$ cat src/rtl/nbr_conflict_sched_if.sv
// Handshake and data bundle between the colour bank / sequencer and nbr_conflict_sched.
interface nbr_conflict_sched_if #(
  parameter int NUM_NODES = 4,
  parameter int IDX_W     = 2,
  parameter int CNT_W     = 3
);
  logic                           start;
  logic [2*NUM_NODES-1:0]         colors;
  logic [4*IDX_W*NUM_NODES-1:0]   nbr_idx;
  logic [4*NUM_NODES-1:0]         nbr_vld;
  logic                           busy;
  logic                           done;
  logic [NUM_NODES-1:0]           conflict;
  logic [CNT_W-1:0]               conflict_cnt;

  modport master (
    output start, colors, nbr_idx, nbr_vld,
    input  busy, done, conflict, conflict_cnt
  );

  modport slave (
    input  start, colors, nbr_idx, nbr_vld,
    output busy, done, conflict, conflict_cnt
  );
endinterface

$ cat src/rtl/nbr_conflict_sched.sv
// Time-shared neighbour colour-conflict scanner; one 2-bit comparator walks every node's 4 slots.
// Define NBR_EARLY_EXIT_EN to stop scanning a node at its first hit.
//
// state | meaning
// IDLE  | waiting for start; results held
// LOAD  | latch own colour of node ptr
// CMP   | compare one neighbour slot per cycle
// DONE  | one-cycle done pulse
module nbr_conflict_sched #(
  parameter int NUM_NODES = 4,
  parameter int IDX_W     = 2,
  parameter int CNT_W     = 3
) (
  input  logic clk,
  input  logic rst,
  nbr_conflict_sched_if.slave bus
);
  typedef enum logic [1:0] {IDLE, LOAD, CMP, DONE} state_t;

  localparam logic [IDX_W-1:0] LAST    = IDX_W'(NUM_NODES - 1);
  localparam logic [IDX_W:0]   NODES_L = (IDX_W + 1)'(NUM_NODES);

  state_t               state, state_nxt;
  logic [IDX_W-1:0]     ptr;
  logic [1:0]           slot;
  logic [1:0]           own_col;
  logic [NUM_NODES-1:0] conflict;
  logic [CNT_W-1:0]     conflict_cnt;
  logic [IDX_W-1:0]     nbr;
  logic                 hit;
  logic                 node_end;

  logic [IDX_W-1:0] idx_arr [NUM_NODES*4];
  logic [1:0]       col_arr [2**IDX_W];

  for (genvar g = 0; g < NUM_NODES*4; g++) begin : g_idx
    assign idx_arr[g] = bus.nbr_idx[g*IDX_W +: IDX_W];
  end

  // Unused index codes read as colour 0; the range check keeps them from hitting.
  for (genvar g = 0; g < 2**IDX_W; g++) begin : g_col
    if (g < NUM_NODES) begin : g_real
      assign col_arr[g] = bus.colors[2*g +: 2];
    end else begin : g_pad
      assign col_arr[g] = 2'b00;
    end
  end

  assign nbr = idx_arr[{ptr, slot}];
  assign hit = (state == CMP) && bus.nbr_vld[{ptr, slot}] && (nbr != ptr)
               && ({1'b0, nbr} < NODES_L) && (col_arr[nbr] == own_col);

`ifdef NBR_EARLY_EXIT_EN
  assign node_end = (slot == 2'd3) || hit;
`else
  assign node_end = (slot == 2'd3);
`endif

  always_ff @(posedge clk) begin
    if (!rst) state <= IDLE;
    else      state <= state_nxt;
  end

  always_comb begin
    state_nxt = state;
    case (state)
      IDLE:    if (bus.start) state_nxt = LOAD;
      LOAD:    state_nxt = CMP;
      CMP:     if (node_end) state_nxt = (ptr == LAST) ? DONE : LOAD;
      DONE:    state_nxt = IDLE;
      default: state_nxt = IDLE;
    endcase
  end

  always_ff @(posedge clk) begin
    if (!rst) begin
      ptr          <= '0;
      slot         <= '0;
      own_col      <= '0;
      conflict     <= '0;
      conflict_cnt <= '0;
    end else begin
      case (state)
        IDLE: begin
          if (bus.start) begin
            conflict     <= '0;
            conflict_cnt <= '0;
            ptr          <= '0;
          end
        end
        LOAD: begin
          own_col <= col_arr[ptr];
          slot    <= '0;
        end
        CMP: begin
          // Count only the first hit per node so the count equals popcount(conflict).
          if (hit && !conflict[ptr]) begin
            conflict[ptr] <= 1'b1;
            conflict_cnt  <= conflict_cnt + CNT_W'(1);
          end
          if (node_end) begin
            slot <= '0;
            if (ptr != LAST) ptr <= ptr + IDX_W'(1);
          end else begin
            slot <= slot + 2'd1;
          end
        end
        default: ;
      endcase
    end
  end

  assign bus.busy         = (state != IDLE);
  assign bus.done         = (state == DONE);
  assign bus.conflict     = conflict;
  assign bus.conflict_cnt = conflict_cnt;
endmodule

$ cat src/flat_wrapper.sv
// flat-port wrapper written by rule: the top's interface ports become plain ports
module nbr_conflict_sched_flat 
#(
  parameter int NUM_NODES = 4,
  parameter int IDX_W     = 2,
  parameter int CNT_W     = 3
)
  (clk, rst, bus_start, bus_colors, bus_nbr_idx, bus_nbr_vld, bus_busy, bus_done, bus_conflict, bus_conflict_cnt);
  nbr_conflict_sched_if #(.NUM_NODES(NUM_NODES), .IDX_W(IDX_W), .CNT_W(CNT_W)) bus_i ();
  input  logic clk;
  input  logic rst;
  input wire logic [$bits(bus_i.start)-1:0] bus_start;
  input wire logic [$bits(bus_i.colors)-1:0] bus_colors;
  input wire logic [$bits(bus_i.nbr_idx)-1:0] bus_nbr_idx;
  input wire logic [$bits(bus_i.nbr_vld)-1:0] bus_nbr_vld;
  output wire logic [$bits(bus_i.busy)-1:0] bus_busy;
  output wire logic [$bits(bus_i.done)-1:0] bus_done;
  output wire logic [$bits(bus_i.conflict)-1:0] bus_conflict;
  output wire logic [$bits(bus_i.conflict_cnt)-1:0] bus_conflict_cnt;
  assign bus_i.start = bus_start;
  assign bus_i.colors = bus_colors;
  assign bus_i.nbr_idx = bus_nbr_idx;
  assign bus_i.nbr_vld = bus_nbr_vld;
  assign bus_busy = bus_i.busy;
  assign bus_done = bus_i.done;
  assign bus_conflict = bus_i.conflict;
  assign bus_conflict_cnt = bus_i.conflict_cnt;
  nbr_conflict_sched #(.NUM_NODES(NUM_NODES), .IDX_W(IDX_W), .CNT_W(CNT_W)) u_core (.clk(clk), .rst(rst), .bus(bus_i));
endmodule
$ cat config.mk
export PLATFORM = sky130hd
export DESIGN_NAME = nbr_conflict_sched_flat
export DESIGN_NICKNAME = d
export VERILOG_FILES = /design/src/rtl/nbr_conflict_sched_if.sv /design/src/rtl/nbr_conflict_sched.sv /design/src/flat_wrapper.sv
export SDC_FILE = /design/constraint.sdc
export NUM_CORES = 1
export LEC_CHECK = 0
export CAP_MARGIN = 5
export CORE_MARGIN = 2
export CORE_UTILIZATION = 25
export CTS_CLUSTER_SIZE = 16
export DETAILED_ROUTE_END_ITERATION = 10
export HOLD_SLACK_MARGIN = 0.02
export SYNTH_ARGS = -nofsm -noshare
export SYNTH_HDL_FRONTEND = slang
export SYNTH_SLANG_ARGS = --single-unit
$ cat constraint.sdc
create_clock -name clk -period 5.5 [get_ports clk]
set_clock_uncertainty 0.2 [all_clocks]
set_input_delay 1.1 -clock clk [delete_from_list [all_inputs] [get_ports clk]]
set_output_delay 1.1 -clock clk [all_outputs]
set_load 0.1 [all_outputs]
* Word-level counts from Yosys, hierarchy flattened *
Cells that the tools add are included.

word-level totals
  input bits = 59
  word-level logic and storage cells = 75
  output and inout bits = 9
  register bits after elaboration = 15

operators by class
  equal/unequal tests = 12
  multiplexer cells = 31
  bitwise operators = 4
  reductions and logical operators = 13
  add/sub/neg operators = 3
  $lt $le $gt $ge = 6

operator list
  cell                                                        count
  two-way mux 2 bit                                           13
  binary-select mux 2 bit (select 2 bit)                      2
  binary-select mux 2 bit (select 4 bit)                      1
  == test 2 bit, second input constant                        4
  two-way mux 4 bit                                           2
  != test 2 bit, second input constant                        4
  case mux 2 bit (2 select lines)                             2
  case mux 2 bit (4 select lines)                             1
  case mux 4 bit (2 select lines)                             1
  greater-or-equal comparator 3 bit, second input constant    2
  two-way mux 3 bit                                           2
  inverter 2 -> 3 bit                                         2
  case mux 3 bit (2 select lines)                             1
  nonzero test 2 bit                                          3
  greater-or-equal comparator 5 bit, second input constant    1
  logical AND 1 bit                                           5
  less-than comparator 4 x 5 -> 1 bit, second input constant  1
  inverter 4 -> 5 bit                                         1
  adder 2 x 1 -> 2 bit, second input constant                 2
  binary-select mux 1 bit (select 4 bit)                      1
  bitwise OR 4 bit                                            1
  AND reduction 4 bit                                         1
  adder 3 x 1 -> 3 bit, second input constant                 1
  less-than comparator 2 x 3 -> 1 bit, second input constant  1
  other kinds (12)                                            14

* Longest topological paths before layout *
Gate-level depths: netlist of the first run.

  depth after elaboration = 13
  gate-level depth with buffers = 9
  gate-level depth less buffers = 9

* Worst setup path after synthesis of the first run *
OpenSTA, ideal clock, no wires.

  kind = input port to flip-flop
  start point = input bus_nbr_idx[14]
  end point = register u_core.conflict_cnt[0], in the netlist u_core.bus.conflict_cnt[0]
  path slack = 1965 ps
  buffers on the path = 0
  library setup time = 115 ps
  stages = 8
  arrival = 3220 ps
  data required time = 5185 ps
  path through = mux4_1 -> mux2i_1 -> mux2i_1 -> mux4_2 -> xor2_1 -> nor4b_4 -> mux2i_1 -> and2_1

on the way
  longest elaborated chain between the ends = 12
  elaborated cells on any way between the ends = 14
  classes of those cells = eq/ne (3); mux (6); bitwise (1); reduce/logical (4)

ends and longest elaborated chain
  what                                                      line                      RTL
  start, declared                                           flat_wrapper.sv:14        input wire logic [$bits(bus_i.nbr_idx)-1:0] bus_nbr_idx;
  binary-select mux 2 bit (select 4 bit) (*)                nbr_conflict_sched.sv:49  assign nbr = idx_arr[{ptr, slot}];
  two-way mux 2 bit (implied by the code) (*) (2 in a row)  nbr_conflict_sched.sv:49
  inverter 2 -> 3 bit (implied by the code)                 nbr_conflict_sched.sv:51  && ({1'b0, nbr} < NODES_L) && (col_arr[nbr] == own_col);
  binary-select mux 2 bit (select 2 bit)                    nbr_conflict_sched.sv:51
  two-way mux 2 bit (implied by the code) (2 in a row)      nbr_conflict_sched.sv:51
  == test 2 bit                                             nbr_conflict_sched.sv:51
  logical AND 1 bit (*)                                     nbr_conflict_sched.sv:51
  logical AND 1 bit (*)                                     nbr_conflict_sched.sv:97  if (hit && !conflict[ptr]) begin
  != test 2 bit (no source line) (*)                        n/a
  AND reduction 3 bit (no source line) (*)                  n/a
  end signal, assigned                                      nbr_conflict_sched.sv:99  conflict_cnt <= conflict_cnt + CNT_W'(1);
  end, declared                                             nbr_conflict_sched.sv:28  logic [CNT_W-1:0] conflict_cnt;

Mark *: on every way between the ends. The rest lies on a longest branch, timed or not. The select of a mux whose other input is x is not followed.
A chain may end at the register's enable or synchronous reset.

* Worst setup path in the final report of the first run *
Ends and elaborated chain as after synthesis.

==> results of run 1 <==
==> routing by layer <==
layer	part of all wire [%]	track usage (%)
met3	7.2	3.98
met2	49	19.8
met5	0	0
met4	0.35	2.24
met1	43	14.0
==> power by group <==
group	total, mW	switching [mW]	internal [mW]
sequential	0.128	0.0111	0.117
clock	0.0894	0.0392	0.0502
combinational	0.184	0.0925	0.0916
==> worst paths after layout <==
check / cells past startpoint / from / to
max: 9 / bus_nbr_idx[14] / u_core.bus.conflict_cnt[0]$_SDFFE_PN0P_
min: 2 / u_core.bus.conflict_cnt[2]$_SDFFE_PN0P_ / u_core.bus.conflict_cnt[2]$_SDFFE_PN0P_
max reg2reg: 8 / u_core.slot[1]$_SDFFE_PN0P_ / u_core.bus.conflict_cnt[0]$_SDFFE_PN0P_
min reg2reg: 2 / u_core.bus.conflict_cnt[2]$_SDFFE_PN0P_ / u_core.bus.conflict_cnt[2]$_SDFFE_PN0P_
==> cell families (layout without fill, tap and decap cells) <==
logic type / count (synthesis) / in the layout
AOI/OAI and AO/OA: 24 / 24
buffers and inverters: 15 / 79
and+or+nand+nor: 46 / 46
muxes: 27 / 27
DFF: 15 / 15
adders and majority gates: 11 / 11
xor gates and xnor gates: 1 / 1
==> sequential cells by signal, indices dropped and copies added, names as in the netlist <==
register / count
u_core.bus.conflict: 4
u_core.slot: 2
u_core.ptr: 2
u_core.bus.conflict_cnt: 3
u_core.own_col: 2
u_core.state: 2
==> area by class of cell <==
type                            count  share of cell area [%]
Sequential cell                    15                    13.8
Inverter                            8                    1.38
Multi-Input combinational cell    109                    47.8
Clock buffer                        3                    1.90
Clock inverter                      1                   0.230
Timing Repair Buffer               67                    30.8
Tap cell                           72                    4.14
==> Yosys cell counts, types with 2 or more instances <==
cell type / number / area share [%]
a21boi_0: 2 / 1.1
a21oi_1: 6 / 2.1
a31oi_1: 2 / 0.88
and2_1: 3 / 1.3
buf_6: 2 / 1.6
clkbuf_1: 4 / 1.1
clkinv_1: 2 / 0.53
dfxtp_1: 15 / 21
ha_1: 11 / 9.7
inv_1: 6 / 1.6
mux2i_1: 11 / 7.8
mux4_1: 10 / 19
mux4_2: 4 / 6.4
nand2_1: 14 / 3.7
nand2b_1: 2 / 0.88
nand3_1: 5 / 1.8
nand3b_1: 2 / 1.1
nand4b_1: 2 / 1.2
nor2_1: 9 / 2.4
nor2b_1: 4 / 1.8
o21ai_0: 7 / 2.5
==> placed cells by master (no fill, tap or decap), types with 2 or more instances in the layout <==
cell,count
a21boi_0,2
a21oi_1,6
inv_1,6
nor2_1,9
clkbuf_8,3
clkinv_1,2
ha_1,11
nor2b_1,4
mux4_2,4
mux2i_1,11
nand3_1,5
and2_1,3
mux4_1,10
a31oi_1,2
clkdlybuf4s50_1,67
dfxtp_1,15
nand3b_1,2
o21ai_0,7
nand2b_1,2
nand2_1,14
nand4b_1,2
==> critical path: stages <==
cell and delay (ps):
clkdlybuf4s50_1 390, mux4_1 500, mux2i_1 220, mux2i_1 180, mux4_2 480, xor2_1 180, nor4b_4 480, mux2i_1 240
and2_1 130
==> flow_summary.ini, run 1 <==
[finish]
final_util_pct = 39.8
antennaDiodeCount = 0
multi_input_area_um2 = 1040
seq_area_um2 = 300
area_delta_synth_final_pct = 54.1
fin_area_um2 = 2180
fill_cells = 563
layout.cells.non_filler = 275
drive_above_1_share_pct = 5.91
final_nets = 274

[global_route]
grt_overflow = 0
grt_pass1_vias = 1245
grt_pass1_wl_um = 5730
grt_usage_pct = 11.5
grt_max_degree = 19
antenna_found_initial = 0

[routing]
drtIter0Drc = 63
vias = 1305
via_per_inst = 4.75
final_antenna_net_count = 0
post_drt_wl_per_cell_um = 12.6
drt_wl_total_um = 3460
route.detailed.drc = 0
drtPass1Iterations = 4

[cts]
clkSinkCount = 15
cts_resized = 0
cts.path.max_buffers = 2
post-cts-setup-buffers = 0
cts_max_level = 1
root_buffer = clkbuf_8
cts_tree = built
cts_made_buffers = 3
clkTransAtPathRegs_ps = 60
clock_latency_ps = 250
cts.hold.buffers_added = 0

[pwr]
power_mw = 0.401
vdd_drop_max_mv = 0.0757
power_density_nw_per_um2 = 184
power.leakage_nw = 0.795

[worst_setup_path]
start_kind = input port
crit_fanout = 9
cp-end-kind = flip-flop
cp.required_ps = 5500
critical_path_class = in2reg
ff2ff_setup_slack_ps = 2010
cp.arrival_ps = 3900

[timing]
relSlewSlack_pct = 34.9
worstMarginPinSlew_ps = 973
period_share_pct = 71.0
fmax_mhz = 256
setup-violations-final = 0
rsz0062_at_grt = no
worst_slack_ps = 1600
min_period_ps = 3900
hold_viol_final = 0
slew_violations = 0
hold-worst-slack_ps = 320
tns_ps = 0

[floorplan]
rows = 27
fp.dieArea_um2 = 6270
die_x_um = 79.2
start_util_pct = 25.8
die_h_um = 79.2
coreArea_um2 = 5470
top_level_ports = 68

[synthesis]
yosys_warnings = 0
synth_cell_types = 37
synth_ff_type = dfxtp_1
synth-seq-cells = 15
synth_xor_area_share_pct = 0.619
synth_nets = 209
avgSynthCellArea_um2 = 10.2
synth_edf_count = 0
synth_area_um2 = 1410
synth_top_family_by_area = multiplexers
ys_async_sr_fraction_pct = 0
synth-compound-area-share_pct = 10.7
synth_fa_ha_area_share_pct = 9.73
ys_seq_area_share_pct = 21.2
muxShareOfSynthArea_pct = 34.5
yosys.area_share.simple_pct = 18.1
syn_inst = 139

[placement]
place_ws_ps = 1310
finalWeightedCongestion = 0.773
placed_cell_area_um2 = 2130
numPortBuffers = 67
place_inst = 271
hpwl_um = 2850

[status]
status = complete, no violations

[min_path]
hp-class = reg2reg

[run]
drv_cap = 0
Power figures use the tool's default switching activity.
==> inputs of run 2 (changes only) <==
==> constraint.sdc (replaced) <==
create_clock -name clk -period 3.7 [get_ports clk]
set_clock_uncertainty 0.2 [all_clocks]
set_input_delay 0.74 -clock clk [delete_from_list [all_inputs] [get_ports clk]]
set_output_delay 0.74 -clock clk [all_outputs]
set_load 0.1 [all_outputs]
==> run 2 against run 1 <==
Utilization is 0.41 points higher. Die area did not move. Setup slack got worse by 1300 ps. Sequential power increased by 44%. Worst hold slack better by 2.9 ps. Count of clock-buffer cells in the layout is the same. Critical path depth is 1 higher. Highest routed layer unchanged.
==> flow_summary.ini, run 2 (synthesis results as in run 1) <==
[routing]
drtPass1Iterations = 4
via_per_inst = 4.57
vias = 1284
final_antenna_net_count = 0
route.detailed.drc = 0
post_drt_wl_per_cell_um = 12.6
drtIter0Drc = 31
drt_wl_total_um = 3530

[finish]
fill_cells = 564
final_nets = 280
largest_reg_flops = 4
drive_above_1_share_pct = 12.9
layout_commonest_cell = clkdlybuf4s50_1
top_register = u_core.bus.conflict
reg_top3 = u_core.bus.conflict: 4 flops, u_core.bus.conflict_cnt: 3 flops
area_delta_synth_final_pct = 55.7
seq_area_um2 = 300
multi_input_area_um2 = 1040
antennaDiodeCount = 0
final_cell_mix = clkdlybuf4s50_1 (58), buf_4 (15), dfxtp_1 (15)

[floorplan]
top_level_ports = 68
rows = 27
die_x_um = 79.2
start_util_pct = 25.8
die_h_um = 79.2
fp.dieArea_um2 = 6270
coreArea_um2 = 5470

[timing]
fmax_mhz = 292
tns_ps = 0
hold-worst-slack_ps = 323
slew_violations = 0
hold_viol_final = 0
min_period_ps = 3420
setup-violations-final = 0
worstMarginPinSlew_ps = 463
period_share_pct = 92.5
relSlewSlack_pct = 69.1
rsz0062_at_grt = no

[cts]
clkSinkCount = 15
cts_made_buffers = 3
clkTransAtPathRegs_ps = 60
cts.hold.buffers_added = 0
cts_tree = built
cts.path.max_buffers = 2
cts_max_level = 1
cts_resized = 0
clock_latency_ps = 250
root_buffer = clkbuf_8
post-cts-setup-buffers = 0

[worst_setup_path]
cp-end-kind = flip-flop
ff2ff_setup_slack_ps = 490
crit_cells = 10
critPathBufInv = 2
cp.required_ps = 3700
critical_path_class = in2reg
crit_end = u_core.bus.conflict_cnt[0]$_SDFFE_PN0P_
crit_chain = clkdlybuf4s50_1 -> mux4_1 -> mux2i_1 -> mux2i_1 -> mux4_2 -> xor2_1 -> nor4b_4 -> buf_4 -> mux2i_1 -> and2_1
cp_slowest_cell = mux4_1
crit_top_cell = mux2i_1
cp.arrival_ps = 3420
ff2ff_path_depth = 9
crit_fanout = 9
startpoint = bus_nbr_idx[14]
reg2reg_to = u_core.bus.conflict_cnt[0]$_SDFFE_PN0P_
start_kind = input port
cpPeakStageDelay_ps = 520
r2r-start = u_core.slot[1]$_SDFFE_PN0P_
critPathTopFamily = multiplexers

[pwr]
combPwrFrac_pct = 46.7
switching_power_mw = 0.219
vdd_drop_max_mv = 0.118
power.leakage_nw = 0.844
p_seq_share_pct = 30.4
p_int_mw = 0.387
clockPowerShare_pct = 22.9
power_density_nw_per_um2 = 275
p_sw_share_pct = 36.1

[min_path]
hp-class = reg2reg

[global_route]
busiest_layer = met2
antenna_found_initial = 0
grt_pass1_vias = 1276
grt_pass1_wl_um = 5820
grt_util_met2_pct = 20.3
grt_max_degree = 15
grtUsageMet3_pct = 3.30
grt_usage_pct = 11.6
grtUsageMet1_pct = 14.6
grt_overflow = 0

[placement]
finalWeightedCongestion = 0.776
numPortBuffers = 67
hpwl_um = 2960

[run]
drv_cap = 0

[status]
status = complete, no violations
run 2: changes by cell type in the layout (fill, tap and decap cells not counted):
cell and change:
buf_4 +15, clkdlybuf4s50_1 -9
run 2: worst min-delay path by stage:
stage / from / endpoint / slack [ps] / cells after the start
3_3_place_gp: u_core.own_col[0]$_SDFFE_PN0N_ / u_core.own_col[0]$_SDFFE_PN0N_ / 300 / 2
3_5_place_dp: u_core.own_col[0]$_SDFFE_PN0N_ / u_core.own_col[0]$_SDFFE_PN0N_ / 300 / 2
4_1_cts: u_core.own_col[0]$_SDFFE_PN0N_ / u_core.own_col[0]$_SDFFE_PN0N_ / 320 / 2
5_1_grt: u_core.own_col[0]$_SDFFE_PN0N_ / u_core.own_col[0]$_SDFFE_PN0N_ / 350 / 2
2_1_floorplan: u_core.own_col[0]$_SDFFE_PN0N_ / u_core.own_col[0]$_SDFFE_PN0N_ / 280 / 2
6_report: u_core.own_col[0]$_SDFFE_PN0N_ / u_core.own_col[0]$_SDFFE_PN0N_ / 320 / 2
run 2: per-stage QoR:
step	std cells	area, µm²	total power, mW	utilization [%]	setup slack, ps
after detailed placement	277	2150	0.472	39.4	-5.46
after global routing	281	2200	0.639	40.2	131
final	281	2200	0.606	40.2	277
after floorplan	139	1410	0.368	-	525
after CTS	281	2200	0.613	40.2	257
after global placement	277	2150	0.469	39.4	50.6
run 2: tightest hold or removal path: stages (launching register included):
cell and delay (ps):
dfxtp_1 320, mux2i_1 60, nor2b_1 100
run 2: area by class of cell:
type / instances / area share [%]
inverters: 8 / 1.36
clock inverters: 1 / 0.227
clock buffers: 3 / 1.88
repair buffers: 73 / 31.5
well taps: 72 / 4.09
flip-flops and latches: 15 / 13.6
multi-input cells: 109 / 47.3
run 2: power groups by stage:
stage / Clock [mW] / Combinational [mW] / Sequential, mW
floorplan: 0 / 0.181 / 0.187
global placement: 0 / 0.281 / 0.188
detailed placement: 0 / 0.284 / 0.188
CTS: 0.144 / 0.285 / 0.184
global route: 0.148 / 0.306 / 0.186
finish: 0.139 / 0.283 / 0.184
run 2: layer usage:
metal	up-vias	part of all wire, %
li1	667	-
met1	571	46
met2	44	47
met3	2	6.1
met4	0	0.43
met5	-	0
==> inputs of run 3 (changes only) <==
--- a/config.mk
+++ b/config.mk
@@ -11,6 +11,7 @@
 export CTS_CLUSTER_SIZE = 16
 export DETAILED_ROUTE_END_ITERATION = 10
 export HOLD_SLACK_MARGIN = 0.02
+export SLEW_MARGIN = 25
 export SYNTH_ARGS = -nofsm -noshare
 export SYNTH_HDL_FRONTEND = slang
 export SYNTH_SLANG_ARGS = --single-unit
==> results of run 3 <==
The final DEF is identical to that of run 2; final timing and power are the same.
